$ cat config.mk
export PLATFORM = sky130hd
export DESIGN_NAME = acc_multiplier_32
export DESIGN_NICKNAME = d
export VERILOG_FILES = /design/src/rtl/acc_multiplier_32.sv
export SDC_FILE = /design/constraint.sdc
export NUM_CORES = 1
export LEC_CHECK = 0
export ABC_AREA = 1
export CAP_MARGIN = 10
export CORE_UTILIZATION = 50
export DETAILED_ROUTE_END_ITERATION = 8
export GPL_ROUTABILITY_DRIVEN = 1
export PLACE_DENSITY_LB_ADDON = 0.3
export SYNTH_ARGS = -nofsm -noshare
export SYNTH_HDL_FRONTEND = slang
export SYNTH_SLANG_ARGS = --single-unit
$ cat constraint.sdc
create_clock -name clk -period 9.7 [get_ports clk]
set_clock_uncertainty 0.1 [all_clocks]
set_input_delay 1.94 -clock clk [delete_from_list [all_inputs] [get_ports clk]]
set_output_delay 1.94 -clock clk [all_outputs]
set_load 0.03 [all_outputs]
$ cat src/rtl/acc_multiplier_32.sv
// acc_multiplier_32: exact signed WIDTH x WIDTH multiplier keeping the low WIDTH product bits.
// Radix-4 Booth partial products are registered, then reduced by a 3:2 CSA tree and a CPA.
module acc_multiplier_32 #(
  parameter int WIDTH = 32
) (
  input  logic             clk,
  input  logic             rst_n,
  input  logic             in_valid,
  input  logic [WIDTH-1:0] a,
  input  logic [WIDTH-1:0] b,
  output logic             out_valid,
  output logic [WIDTH-1:0] c
);
  localparam int NPP = WIDTH / 2;
  localparam int PPW = WIDTH + 2;

  logic [NPP*PPW-1:0]   pp_s;
  logic [NPP*PPW-1:0]   pp_r;
  logic                 valid_r;
  logic [WIDTH:0]       b_ext_s;
  logic [PPW-1:0]       a_pos_s;
  logic [PPW-1:0]       a_neg_s;
  logic [PPW-1:0]       a2_pos_s;
  logic [PPW-1:0]       a2_neg_s;
  logic [NPP*WIDTH-1:0] cur_s;
  logic [NPP*WIDTH-1:0] nxt_s;
  logic [WIDTH-1:0]     x_s;
  logic [WIDTH-1:0]     y_s;
  logic [WIDTH-1:0]     z_s;
  logic [WIDTH-1:0]     maj_s;
  logic [WIDTH-1:0]     sum_s;
  logic                 pp_hi_unused_s;
  int                   n_s;
  int                   groups_s;

  // b[-1] is an implicit zero so digit i always reads the 3-bit window starting at bit 2i.
  assign b_ext_s  = {b, 1'b0};
  assign a_pos_s  = {{2{a[WIDTH-1]}}, a};
  assign a_neg_s  = ~a_pos_s + {{(PPW-1){1'b0}}, 1'b1};
  assign a2_pos_s = {a[WIDTH-1], a, 1'b0};
  assign a2_neg_s = ~a2_pos_s + {{(PPW-1){1'b0}}, 1'b1};

  // Booth recoding: each 3-bit window of b selects 0, +/-a or +/-2a.
  always_comb begin
    pp_s = '0;
    for (int i = 0; i < NPP; i++) begin
      case (b_ext_s[2*i +: 3])
        3'b001, 3'b010: pp_s[i*PPW +: PPW] = a_pos_s;
        3'b011:         pp_s[i*PPW +: PPW] = a2_pos_s;
        3'b100:         pp_s[i*PPW +: PPW] = a2_neg_s;
        3'b101, 3'b110: pp_s[i*PPW +: PPW] = a_neg_s;
        default:        pp_s[i*PPW +: PPW] = {PPW{1'b0}};
      endcase
    end
  end

  // The two top bits of every partial product land at or above bit WIDTH once shifted.
  always_comb begin
    pp_hi_unused_s = 1'b0;
    for (int i = 0; i < NPP; i++) begin
      pp_hi_unused_s = pp_hi_unused_s ^ (^pp_r[i*PPW+WIDTH +: 2]);
    end
  end

  // Align rows, compress three-to-two level by level until two remain, then add.
  always_comb begin
    x_s      = '0;
    y_s      = '0;
    z_s      = '0;
    maj_s    = '0;
    nxt_s    = '0;
    groups_s = 0;
    n_s      = NPP;
    for (int i = 0; i < NPP; i++) begin
      cur_s[i*WIDTH +: WIDTH] = pp_r[i*PPW +: WIDTH] << (2*i);
    end
    for (int lvl = 0; lvl < NPP; lvl++) begin
      if (n_s > 2) begin
        groups_s = n_s / 3;
        nxt_s    = '0;
        for (int g = 0; g < NPP / 3; g++) begin
          if (g < groups_s) begin
            x_s   = cur_s[(3*g)*WIDTH +: WIDTH];
            y_s   = cur_s[(3*g+1)*WIDTH +: WIDTH];
            z_s   = cur_s[(3*g+2)*WIDTH +: WIDTH];
            maj_s = (x_s & y_s) | (x_s & z_s) | (y_s & z_s);
            nxt_s[(2*g)*WIDTH +: WIDTH]   = x_s ^ y_s ^ z_s;
            nxt_s[(2*g+1)*WIDTH +: WIDTH] = {maj_s[WIDTH-2:0], 1'b0};
          end else begin
            maj_s = maj_s;
          end
        end
        for (int k = 0; k < 2; k++) begin
          if (3*groups_s + k < n_s) begin
            nxt_s[(2*groups_s+k)*WIDTH +: WIDTH] = cur_s[(3*groups_s+k)*WIDTH +: WIDTH];
          end else begin
            maj_s = maj_s;
          end
        end
        n_s   = n_s - groups_s;
        cur_s = nxt_s;
      end else begin
        n_s = n_s;
      end
    end
    sum_s = cur_s[0 +: WIDTH] + cur_s[WIDTH +: WIDTH];
  end

  // Pipeline registers: partial products and valid, then the final sum and its valid.
  always_ff @(posedge clk or negedge rst_n) begin
    if (!rst_n) begin
      pp_r      <= '0;
      valid_r   <= 1'b0;
      c         <= '0;
      out_valid <= 1'b0;
    end else begin
      pp_r      <= pp_s;
      valid_r   <= in_valid;
      c         <= sum_s;
      out_valid <= valid_r;
    end
  end
endmodule

==> flow_metrics.env <==
export IMPL_worst_pin_slew_ps=1210
export IMPL_synth_largest_area_cell="dfrtp_1"
export IMPL_cp_required_ps=10010
export IMPL_synth_distinct_cells=54
export IMPL_fp_dieH_um=212
export IMPL_fmax_ghz=0.185
export IMPL_synth_edf_count=0
export IMPL_cp_max_fo=19
export IMPL_ys_seq_area_frac=0.346
export IMPL_num_fill_cells=3860
export IMPL_gp_congestion=1.05
export IMPL_clkLatencyLatePin_ps=570
export IMPL_drc=0
export IMPL_async_flop_share=1.00
export IMPL_grt_max_degree=100
export IMPL_postCtsSetupBuffers=0
export IMPL_gr_usage_met1=0.469
export IMPL_synth_area_per_cell_sq_um=8.68
export IMPL_nets=2950
export IMPL_dp_cells=3143
export IMPL_hold_path_class="flip-flop to flip-flop"
export IMPL_ios=100
export IMPL_viasPerCell=6.21
export IMPL_rsz0062_at_grt="false"
export IMPL_dieArea_sq_um=45100
export IMPL_hold_viol=0
export IMPL_first_global_vias=19600
export IMPL_ys_flop_type="dfrtp_1"
export IMPL_vias=19900
export IMPL_grt_pass1_wl_mm=118
export IMPL_cp_arrival_ps=5710
export IMPL_post_route_min_period_ps=5390
export IMPL_grt_util_met3=0.104
export IMPL_rr_startpoint="pp_r[412]"
export IMPL_critPathLaunch="a[0]"
export IMPL_grt_usage=0.355
export IMPL_rows=76
export IMPL_antenna_cells=0
export IMPL_cp_endpoint="pp_r[177]"
export IMPL_min_from="valid_r"
export IMPL_dp_hpwl_mm=57.2
export IMPL_cts_root_buf="clkbuf_16"
export IMPL_drtIter0Drc=3019
export IMPL_core_region_area_sq_um=43400
export IMPL_die_w_um=212
export IMPL_yosys_top_cells_area="dfrtp_1 35%, fa_1 17%, nand2_1 8.0%, inv_1 6.9%, ha_1 5.5%"
export IMPL_antenna_found_initial=3
export IMPL_fin_cells=3210
export IMPL_drv_cap=0
export IMPL_end_kind="flip-flop"
export IMPL_yosysWarnings=0
export IMPL_synth_nets=2902
export IMPL_io_buffers=99
export IMPL_first_pass_iters=9
export IMPL_syn_cell_area_sq_um=22100
export IMPL_grt_overflow=0
export IMPL_cts_buffers=37
export IMPL_slew_viol_final=0
export IMPL_cts_hold_buf=0
export IMPL_timing_final_crit_share=0.556
export IMPL_wl_mm=78.4
export IMPL_top_usage_layer="met2"
export IMPL_wl_per_cell_um=24.4
export IMPL_r2r_end="c[31]"
export IMPL_htree_levels=2
export IMPL_synth_commonest_cells="473 x nand2_1, 408 x inv_1, 306 x dfrtp_1"
export IMPL_clkSinkCount=306
export IMPL_postRouteAntennaNets=0
export IMPL_criticalPathCategory="primary input to flip-flop"
export IMPL_cts_resized=0
export IMPL_ys_ff_latch=306
export IMPL_synth_most_common_cell="nand2_1"
export IMPL_finalSetupTns_ps=0
export IMPL_setup_violations_final=0
export IMPL_status="finished, final reports clean"
export IMPL_synthCells=2549
export IMPL_start_util=0.511
export IMPL_clkTransAtPathRegs_ps=60
export IMPL_cp_start_kind="primary input"
export IMPL_yosys_area_top_type_share=0.346
export IMPL_max_slew_margin_rel=0.190
export IMPL_r2r_slack_ps=4360
export IMPL_clock_path_buffers=3
export IMPL_cts_tree="built"
export IMPL_reg2reg_depth=19
export IMPL_area_growth_pct=12.3
export IMPL_drive_above_1_share=0.0674
export IMPL_use_met2=0.529
kinds of logic (layout without fill, tap and decap cells):
group	count (synthesis)	after routing	share of synthesized area
AO/OA/AOI/OAI	532	532	0.149
XOR/XNOR	38	38	0.0157
adder cells (fa/ha/maj)	286	286	0.226
buffers and inverters	570	646	0.102
flip-flops	306	306	0.346
AND/OR/NAND/NOR	817	817	0.162
critical path: stages:
cell and delay [ps]:
clkdlybuf4s50_1 400, buf_4 250, inv_1 170, buf_4 270, ha_1 310, nand2_2 90
nor2_2 150, nand3_2 160, xor2_2 970, inv_2 420, nand2_1 160, o21ai_0 100
a21oi_1 160, o21ai_0 120
worst min path at each step:
stage | endpoint | slack (ps) | cells after the start
CTS | out_valid | 250 | 0
global placement | out_valid | 240 | 0
detailed placement | out_valid | 240 | 0
global route | c[1] | 270 | 0
floorplan | c[0] | 230 | 0
finish | out_valid | 250 | 0
placed cells by master, fill, tap and decap left out, drive strengths merged, types with 16 or more instances in the layout:
master         count
a21oi            123
o22ai             82
buf               43
nand3b            16
clkdlybuf4s50     98
o2111ai           53
dfrtp            306
ha                97
o21ai            184
inv              426
nor2             136
clkbuf            48
xor2              28
nand4             21
nand3            129
o221ai            41
or2               16
nand2            483
clkinv            24
fa               189
through the flow:
step / cell area (sq um) / hold WS [ps] / util / worst slack [ps]
floorplan: 22100 / 231 / - / 4870
global placement: 23600 / 236 / 0.544 / 4150
detailed placement: 23600 / 236 / 0.544 / 3990
CTS: 24900 / 249 / 0.573 / 4330
global route: 24900 / 266 / 0.573 / 4030
finish: 24900 / 246 / 0.573 / 4310
state kept, by name, indices dropped and copies added, names as in the netlist:
| register | flops |
|---|---|
| pp_r | 272 |
| c | 32 |
| valid_r | 1 |
| out_valid | 1 |
layout make-up:
| type | count | area, sq um | area share |
|---|---|---|---|
| Timing Repair Buffer | 141 | 1310 | 0.0527 |
| Sequential cell | 306 | 7660 | 0.308 |
| Clock inverter | 19 | 251 | 0.0101 |
| Clock buffer | 48 | 1030 | 0.0414 |
| Multi-Input combinational cell | 1673 | 12200 | 0.492 |
| Inverter | 438 | 1650 | 0.0662 |
| Tap cell | 585 | 732 | 0.0294 |
layer usage:
layer / vias up / wire, um
met4: 2 / 5050
li1: 8421 / -
met5: - / 7
met1: 9599 / 29400
met3: 394 / 9900
met2: 1512 / 34100
Power is not shown: default switching activity piles up to over one toggle a cycle in this logic, so the estimate is an artifact.
